File: src/rtl/alu_rs_issue.sv
// ALU reservation station: collapsing age-ordered queue with CDB wakeup and oldest-ready issue.
// Optional macro ALU_RS_WAKEUP_BYPASS_EN makes a same-cycle CDB match count as ready, forwarding cdb_val_i.
module alu_rs_issue #(
    parameter int DEPTH = 4,
    parameter int TAG_W = 4,
    localparam int AE_W  = 107 + TAG_W,
    localparam int CNT_W = $clog2(DEPTH + 1),
    localparam int IDX_W = $clog2(DEPTH)
) (
    input  logic             clk_i,
    input  logic             reset_i,
    input  logic             flush_i,
    input  logic             disp_valid_i,
    output logic             disp_ready_o,
    input  logic [AE_W-1:0]  disp_data_i,
    input  logic             disp_rs1_rdy_i,
    input  logic             disp_rs2_rdy_i,
    input  logic [TAG_W-1:0] disp_rs1_tag_i,
    input  logic [TAG_W-1:0] disp_rs2_tag_i,
    input  logic             cdb_valid_i,
    input  logic [TAG_W-1:0] cdb_tag_i,
    input  logic [31:0]      cdb_val_i,
    output logic             issue_valid_o,
    input  logic             issue_ready_i,
    output logic [AE_W-1:0]  issue_data_o,
    output logic [CNT_W-1:0] count_o
);

    typedef struct packed {
        logic [3:0]       aluop;
        logic [31:0]      rs1_val;
        logic [31:0]      rs2_val;
        logic [31:0]      imm_val;
        logic             rs2_used;
        logic             imm_used;
        logic [4:0]       rd_addr;
        logic [TAG_W-1:0] rob_tag;
    } ae_t;

    ae_t              r_ent  [DEPTH];
    logic [TAG_W-1:0] r_tag1 [DEPTH];
    logic [TAG_W-1:0] r_tag2 [DEPTH];
    logic [DEPTH-1:0] r_vld;
    logic [DEPTH-1:0] r_rdy1;
    logic [DEPTH-1:0] r_rdy2;
    logic [CNT_W-1:0] r_count;

    ae_t              w_ent_nxt  [DEPTH];
    logic [TAG_W-1:0] w_tag1_nxt [DEPTH];
    logic [TAG_W-1:0] w_tag2_nxt [DEPTH];
    logic [DEPTH-1:0] w_vld_nxt;
    logic [DEPTH-1:0] w_rdy1_nxt;
    logic [DEPTH-1:0] w_rdy2_nxt;

    logic [DEPTH-1:0] w_byp1;
    logic [DEPTH-1:0] w_byp2;
    logic [DEPTH-1:0] w_ent_rdy;
    logic             w_any_rdy;
    logic [IDX_W-1:0] w_sel;
    ae_t              w_issue_ent;
    ae_t              w_disp_ent;
    logic             w_issue_fire;
    logic             w_disp_fire;
    logic [CNT_W-1:0] w_widx;

    assign w_disp_ent    = disp_data_i;
    assign disp_ready_o  = !flush_i && (r_count < CNT_W'(DEPTH));
    assign issue_valid_o = !flush_i && w_any_rdy;
    assign issue_data_o  = issue_valid_o ? w_issue_ent : '0;
    assign count_o       = r_count;
    assign w_issue_fire  = issue_valid_o && issue_ready_i;
    assign w_disp_fire   = disp_valid_i && disp_ready_o;
    // A same-cycle issue shifts the queue down, so the free slot moves down too.
    assign w_widx        = r_count - CNT_W'(w_issue_fire);

    always_comb begin
        w_byp1    = '0;
        w_byp2    = '0;
        w_ent_rdy = '0;
        w_sel     = '0;
        for (int i = 0; i < DEPTH; i++) begin
`ifdef ALU_RS_WAKEUP_BYPASS_EN
            w_byp1[i] = cdb_valid_i && !r_rdy1[i] && (r_tag1[i] == cdb_tag_i);
            w_byp2[i] = cdb_valid_i && !r_rdy2[i] && (r_tag2[i] == cdb_tag_i);
`endif
            w_ent_rdy[i] = r_vld[i] && (r_rdy1[i] || w_byp1[i]) &&
                           (!r_ent[i].rs2_used || r_rdy2[i] || w_byp2[i]);
        end
        // Descending scan leaves the lowest (oldest) ready index selected.
        for (int i = DEPTH - 1; i >= 0; i--) begin
            if (w_ent_rdy[i]) w_sel = IDX_W'(i);
        end
        w_any_rdy = |w_ent_rdy;
    end

    always_comb begin
        w_issue_ent = r_ent[w_sel];
        if (w_byp1[w_sel]) w_issue_ent.rs1_val = cdb_val_i;
        if (w_byp2[w_sel]) w_issue_ent.rs2_val = cdb_val_i;
    end

    always_comb begin
        int src;
        int src_c;
        for (int i = 0; i < DEPTH; i++) begin
            src   = (w_issue_fire && (i >= int'(w_sel))) ? i + 1 : i;
            src_c = (src < DEPTH) ? src : DEPTH - 1;
            w_vld_nxt[i]  = (src < DEPTH) && r_vld[src_c];
            w_ent_nxt[i]  = r_ent[src_c];
            w_rdy1_nxt[i] = r_rdy1[src_c];
            w_rdy2_nxt[i] = r_rdy2[src_c];
            w_tag1_nxt[i] = r_tag1[src_c];
            w_tag2_nxt[i] = r_tag2[src_c];
            // Wakeup is applied after the collapse so the issued entry is never touched.
            if (w_vld_nxt[i] && cdb_valid_i && !w_rdy1_nxt[i] && (w_tag1_nxt[i] == cdb_tag_i)) begin
                w_rdy1_nxt[i]         = 1'b1;
                w_ent_nxt[i].rs1_val  = cdb_val_i;
            end
            if (w_vld_nxt[i] && cdb_valid_i && !w_rdy2_nxt[i] && (w_tag2_nxt[i] == cdb_tag_i)) begin
                w_rdy2_nxt[i]         = 1'b1;
                w_ent_nxt[i].rs2_val  = cdb_val_i;
            end
            if (w_disp_fire && (w_widx == CNT_W'(i))) begin
                w_vld_nxt[i]  = 1'b1;
                w_ent_nxt[i]  = w_disp_ent;
                w_rdy1_nxt[i] = disp_rs1_rdy_i;
                w_rdy2_nxt[i] = disp_rs2_rdy_i;
                w_tag1_nxt[i] = disp_rs1_tag_i;
                w_tag2_nxt[i] = disp_rs2_tag_i;
                if (cdb_valid_i && !disp_rs1_rdy_i && (disp_rs1_tag_i == cdb_tag_i)) begin
                    w_rdy1_nxt[i]        = 1'b1;
                    w_ent_nxt[i].rs1_val = cdb_val_i;
                end
                if (cdb_valid_i && !disp_rs2_rdy_i && (disp_rs2_tag_i == cdb_tag_i)) begin
                    w_rdy2_nxt[i]        = 1'b1;
                    w_ent_nxt[i].rs2_val = cdb_val_i;
                end
            end
        end
    end

    always_ff @(posedge clk_i) begin
        if (reset_i || flush_i) begin
            r_vld   <= '0;
            r_count <= '0;
        end else begin
            r_vld   <= w_vld_nxt;
            r_count <= r_count + CNT_W'(w_disp_fire) - CNT_W'(w_issue_fire);
        end
    end

    // Payload and operand status are qualified by r_vld, so they carry no reset.
    always_ff @(posedge clk_i) begin
        r_ent  <= w_ent_nxt;
        r_tag1 <= w_tag1_nxt;
        r_tag2 <= w_tag2_nxt;
        r_rdy1 <= w_rdy1_nxt;
        r_rdy2 <= w_rdy2_nxt;
    end

endmodule

File: config.mk
export PLATFORM = sky130hd
export DESIGN_NAME = alu_rs_issue
export DESIGN_NICKNAME = d
export VERILOG_FILES = /design/src/rtl/alu_rs_issue.sv
export SDC_FILE = /design/constraint.sdc
export NUM_CORES = 2
export LEC_CHECK = 0
export ABC_CLOCK_PERIOD_IN_PS = 5620
export CAP_MARGIN = 20
export CORE_ASPECT_RATIO = 1.4
export CORE_UTILIZATION = 58
export CTS_BUF_LIST = sky130_fd_sc_hd__clkbuf_16
export DETAILED_ROUTE_END_ITERATION = 8
export PLACE_DENSITY_LB_ADDON = 0.08
export SETUP_SLACK_MARGIN = 0.05
export SYNTH_ARGS = -nofsm -noshare
export SYNTH_HDL_FRONTEND = slang
export SYNTH_SLANG_ARGS = --single-unit
File: constraint.sdc
create_clock -name clk_i -period 5.62 [get_ports clk_i]
set_input_delay 0.562 -clock clk_i [delete_from_list [all_inputs] [get_ports clk_i]]
set_output_delay 0.562 -clock clk_i [all_outputs]
set_load 0.01 [all_outputs]
### Word level (Yosys, flattened, before mapping)

Cells that the tools add are included.

| word-level totals | value |
|---|---|
| bits in registers | 491 |
| output and inout port bits | 116 |
| logic and storage cells | 288 |

| operators by class | value |
|---|---|
| add/sub/neg operators | 3 |
| order comparisons | 18 |
| equality and inequality tests | 13 |
| mux-type cells | 136 |
| bitwise logic cells | 5 |
| reduce and logical (&&, ||, !) cells | 69 |

Operators by type and width:

| operator | number |
|---|---|
| 2-to-1 mux 111 bit | 15 |
| binary-select mux 111 bit (select 2 bit) | 5 |
| 2-to-1 mux 32 bit | 12 |
| greater-or-equal comparator 32 x 3 -> 1 bit (second input constant) | 4 |
| 2-to-1 mux 4 bit | 24 |
| inverter 2 -> 32 bit | 3 |
| binary-select mux 4 bit (select 2 bit) | 8 |
| 2-to-1 mux 1 bit | 50 |
| logical AND 1 bit | 47 |
| equality test 4 bit | 10 |
| inverter 3 -> 32 bit | 1 |
| binary-select mux 1 bit (select 2 bit) | 13 |
| < comparator 2 x 3 -> 1 bit (second input constant) | 6 |
| zero test 1 bit | 15 |
| 2-to-1 mux 2 bit | 7 |
| < comparator 3 bit (second input constant) | 3 |
| equality test 3 x 2 -> 1 bit (second input constant) | 2 |
| 2-to-1 mux 3 bit | 2 |
| subtractor 3 x 1 -> 3 bit | 2 |
| logical OR 1 bit | 5 |
| greater-or-equal comparator 1 x 2 -> 1 bit (first input constant) | 2 |
| OR reduction 4 bit | 1 |
| adder 3 x 1 -> 3 bit | 1 |
| equality test 3 x 1 -> 1 bit (second input constant) | 1 |
| 5 further kinds | 5 |

### Longest topological paths before layout

| depth | value |
|---|---|
| depth in word-level cells | 21 |
| mapped depth | 16 |
| gate-level depth less buffers | 13 |

### Least setup slack after synthesis

OpenSTA, ideal clock, no wires.

| timing | value |
|---|---|
| path type | register to register |
| from | register r_rdy1[0] |
| to | register r_ent[186] (netlist name), enable pin |
| library setup time | 0.375 ns |
| arrival | 4.458 ns |
| required time | 5.245 ns |
| setup slack | 0.787 ns |
| stages on the path, launching flop included | 16 |
| path buffers | 5 |
| clock period less this slack | 4.833 ns |
| cell sequence | dfxtp_1 and2_1 buf_4 a32o_1 buf_6 o21ai_4 nor2_1 ha_1 nor4b_1 nor2b_1 clkbuf_1 nand2_1 clkbuf_1 clkbuf_1 nand2_1 or2_2 |

| on the way | value |
|---|---|
| cells in the longest elaborated chain, start to end | 18 |

Ends and longest elaborated chain:

| what | RTL line | RTL |
|---|---|---|
| start: declaration | 44 | `logic [DEPTH-1:0] r_rdy1;` |
| start signal: assignment | 157 | `r_rdy1 <= w_rdy1_nxt;` |
| branches (longest 17 deep; another with < comparator 2 x 3 -> 1 bit) | n/a |  |
| 2-to-1 mux 111 bit (*) | 123 | `if (w_disp_fire && (w_widx == CNT_W'(i))) begin` |
| end signal: assignment | 154 | `r_ent <= w_ent_nxt;` |
| end: declaration | 40 | `ae_t r_ent [DEPTH];` |

Every way passes the cells marked *. The select of a mux whose other input is x is not followed.
A chain may end at the register's enable or synchronous reset.

### Worst setup path after layout

| timing | value |
|---|---|
| from | register r_rdy2[1] |
| to | output port issue_data_o[91] |

| on the way | value |
|---|---|
| cells in the longest elaborated chain, start to end | 10 |

Ends and longest elaborated chain:

| what | RTL line | RTL |
|---|---|---|
| start: declaration | 45 | `logic [DEPTH-1:0] r_rdy2;` |
| start signal: assignment | 158 | `r_rdy2 <= w_rdy2_nxt;` |
| logical OR 1 bit (*) | 87 | `(!r_ent[i].rs2_used \|\| r_rdy2[i] \|\| w_byp2[i]);` |
| logical AND 1 bit (*) | 86 | `w_ent_rdy[i] = r_vld[i] && (r_rdy1[i] \|\| w_byp1[i]) &&` |
| 2-to-1 mux 2 bit (2 in series) | 91 | `if (w_ent_rdy[i]) w_sel = IDX_W'(i);` |
| inverter 2 -> 3 bit (implied by the code) | 97 | `w_issue_ent = r_ent[w_sel];` |
| binary-select mux 111 bit (select 2 bit) | 97 |  |
| 2-to-1 mux 111 bit (implied by the code) (2 in series) | 97 |  |
| 2-to-1 mux 32 bit | 98 | `if (w_byp1[w_sel]) w_issue_ent.rs1_val = cdb_val_i;` |
| 2-to-1 mux 111 bit (*) | 69 | `assign issue_data_o = issue_valid_o ? w_issue_ent : '0;` |
| end: declaration | 25 | `output logic [AE_W-1:0] issue_data_o,` |

Mark *: on every way between the ends. The rest lies on a longest branch, timed or not. The select of a mux whose other input is x is not followed.

==> out/qor.yml <==
status:
  status: "completed"
placed_design:
  hpwl_mm: 57.2
  io_buffers: 278
  place_inst: 3236
  pre_cts_ws_ps: 950
  place.gp.congestion: 0.895
  placed_area_um2: 31300
layout:
  instances_no_fill: 3331
  stdcell_area_um2: 32800
  postLayoutCoreUtil_pct: 69.6
  synthToLayoutAreaGrowth_pct: 18.2
  drive_gt1_share_pct: 14.9
  fin_nets: 2830
critical_path:
  end_kind: "output pin"
  criticalPathCategory: "reg2out"
  timing.critical_path.arrival_ps: 4250
  startpoint_type: "flip-flop"
  r2r-start: "r_ent[10]$_DFFE_PP_"
  regToRegEndpoint: "r_ent[213]$_DFFE_PP_"
  rr_worst_depth: 13
  r2r_setup_slack_ps: 1050
  worstPathMaxFanout: 27
  critPathRequiredTime_ps: 5060
  startpoint: "r_rdy2[1]$_DFF_P_"
floorplan:
  die_x_um: 187
  num_rows: 94
  die_area_um2: 48800
  die_h_um: 261
  core_area_um2: 47200
  start_util_pct: 58.9
  io_pins: 279
worst_hold_path:
  hp-class: "reg2reg"
  hold_start: "r_tag2[4]$_DFF_P_"
  holdPathStages: 2
  min_to: "r_tag2[4]$_DFF_P_"
global_route:
  grtUsageTotal_pct: 37.8
  grt_remaining_overflow: 0
  grt_max_degree: 114
  grt_pass1_wl_mm: 139
  antenna_found_initial: 5
  grt_pass1_vias: 23018
synth:
  netlist_area_um2: 27800
  async_flop_share_pct: 0
  ys_types: 83
  synth_top_area_cell: "edfxtp_1"
  synth_most_common_cell: "nand2_1"
  avgSynthCellArea_um2: 11.2
  ys_seq_area_share_pct: 51.7
  yosysTopAreaCellShare_pct: 48.9
  ys_top_cells_by_count: "455 x nand2_1, 452 x edfxtp_1, 145 x and2_1"
  synthTopCellsByArea: "edfxtp_1 49%, mux4_2 9.0%, nand2_1 6.1%"
  yosysWarnings: 0
  ys_dominant_reg_cell: "edfxtp_1"
  syn_nets: 2638
  syn-instance-count: 2471
  synth_edf_count: 452
  synth-seq-cells: 491
sta:
  fmax_mhz: 208
  fin_crit_sh_pct: 85.5
  setup_slack_ps: 813
  hold_viol_final: 0
  worstMarginPinSlew_ps: 1100
  slew_headroom_pct: 26.4
  slew_violations: 0
  fin_setup_tns_ps: 0
  fin_hold_ws_ps: 517
  rsz0062_at_grt: "false"
  setup_viol: 0
  fin_skew_ps: 22.9
  period_needed_ps: 4810
job:
  drv_cap: 0
cts:
  root_buffer: "clkbuf_16"
  clk_latency_ps: 610
  path_clk_slew_ps: 70
  cts-htree-levels: 2
  cts.sinks: 491
  post_cts_resized: 0
  cts_buffer_depth: 3
  post-cts-setup-buffers: 0
  cts_buffers: 49
  cts_tree: "yes"
  ctsHoldBuffers: 0
power_and_ir_drop:
  ir_worst_vdd_mv: 0.256
  seqPwrFrac_pct: 50.4
  switchingPower_mw: 2.11
  p_int_mw: 6.36
  switching_share_pct: 25.0
  p_total_mw: 8.47
  pwr-share-clk_pct: 38.6
  power_density_nw_per_um2: 258
  p_leak_nw: 12.2
  combPwrFrac_pct: 11.1
drt:
  first_pass_iters: 6
  first_iter_violations: 2540
  vias: 22575
  totalWireLength_mm: 92.9
  via_per_inst: 6.78
  post_drt_wl_per_cell_um: 27.9
  antenna_left: 0
  drc: 0
[flip-flops by register name, summed over array words and instances, names as in the netlist, named ones only]
register and count:
r_vld 4, r_rdy2 4, r_rdy1 4, r_ent 444, count_o 3, r_tag2 12, r_tag1 12
[cell type report]
type,count,area (um^2)
diodes,3,7.51
clock buffers,51,1280
clock inverters,41,279
fillers,3490,14300
inverters,93,354
multi-input cells,1683,12400
flip-flops and latches,491,14400
well taps,624,781
repair buffers,345,3420
[worst max path at each step]
stage                                 endpoint  slack [ps]  cells after the start
final                         issue_data_o[91]         810                      7
after global routing          issue_data_o[91]         590                      7
after floorplan           r_ent[186]$_DFFE_PP_         790                     15
after global placement    r_ent[213]$_DFFE_PP_        1010                     12
after detailed placement  r_ent[202]$_DFFE_PP_         950                     12
after CTS                     issue_data_o[81]         770                      7
[power by group through the flow]
| stage | registers (mW) | clock network, mW | logic [mW] |
|---|---|---|---|
| floorplan | 4.28 | 0 | 0.529 |
| global placement | 4.33 | 0 | 0.892 |
| detailed placement | 4.33 | 0 | 0.915 |
| CTS | 4.26 | 3.30 | 0.920 |
| global route | 4.28 | 3.42 | 1.00 |
| finish | 4.27 | 3.27 | 0.940 |
[worst max-delay path, stage by stage (launching register included)]
cell and delay [ps]:
dfxtp_1 360, nand2b_1 240, a32oi_2 870, nand2_4 460, buf_4 460, mux4_2 550, and2_1 180, clkdlybuf4s50_1 470
[routing by layer]
| metal | track usage (%) | part of all wire, % |
|---|---|---|
| met5 | 0 | 0.058 |
| met3 | 7.61 | 10 |
| met2 | 63.5 | 49 |
| met1 | 43.5 | 34 |
| met4 | 27.4 | 7.3 |
[cell families (layout without fill, tap and decap cells)]
family / after synthesis / after routing / synth area share (%)
muxes: 240 / 240 / 14.0
and+or+nand+nor: 981 / 981 / 17.0
adders and majority gates: 4 / 4 / 0.207
other: 0 / 3 / 0
DFF: 491 / 491 / 51.7
AOI/OAI and AO/OA: 433 / 433 / 11.9
xor gates and xnor gates: 25 / 25 / 0.842
buffers and inverters: 297 / 530 / 4.35
[placed cells by master (no fill, tap or decap), types with 5 or more instances in the layout]
cell type / netlist / routed
inv_1: 91 / 109
mux2i_1: 57 / 57
or4_1: 8 / 8
buf_12: 0 / 11
a221oi_1: 26 / 26
dfxtp_1: 39 / 39
buf_4: 3 / 56
clkinv_2: 0 / 12
or2_2: 19 / 19
o32ai_1: 27 / 27
a21oi_1: 47 / 46
o221ai_1: 26 / 26
nor2_1: 106 / 104
nand2_1: 455 / 448
clkdlybuf4s50_1: 0 / 278
o221a_2: 17 / 17
xor2_1: 6 / 6
edfxtp_1: 452 / 452
nor3_1: 6 / 5
clkinv_1: 1 / 5
nand2_2: 0 / 5
nand4_1: 22 / 22
a31oi_1: 37 / 36
clkbuf_16: 0 / 51
nand3_1: 91 / 87
and2_1: 145 / 145
o21ai_0: 105 / 104
or2b_1: 6 / 6
mux4_2: 111 / 111
mux2_2: 70 / 70
a221o_1: 100 / 100
or3b_2: 6 / 6
nand2b_1: 24 / 24
xnor2_1: 17 / 17
nor2b_1: 8 / 8
and3_1: 65 / 65
o211ai_1: 5 / 5
(Power assumes the default switching activity.)
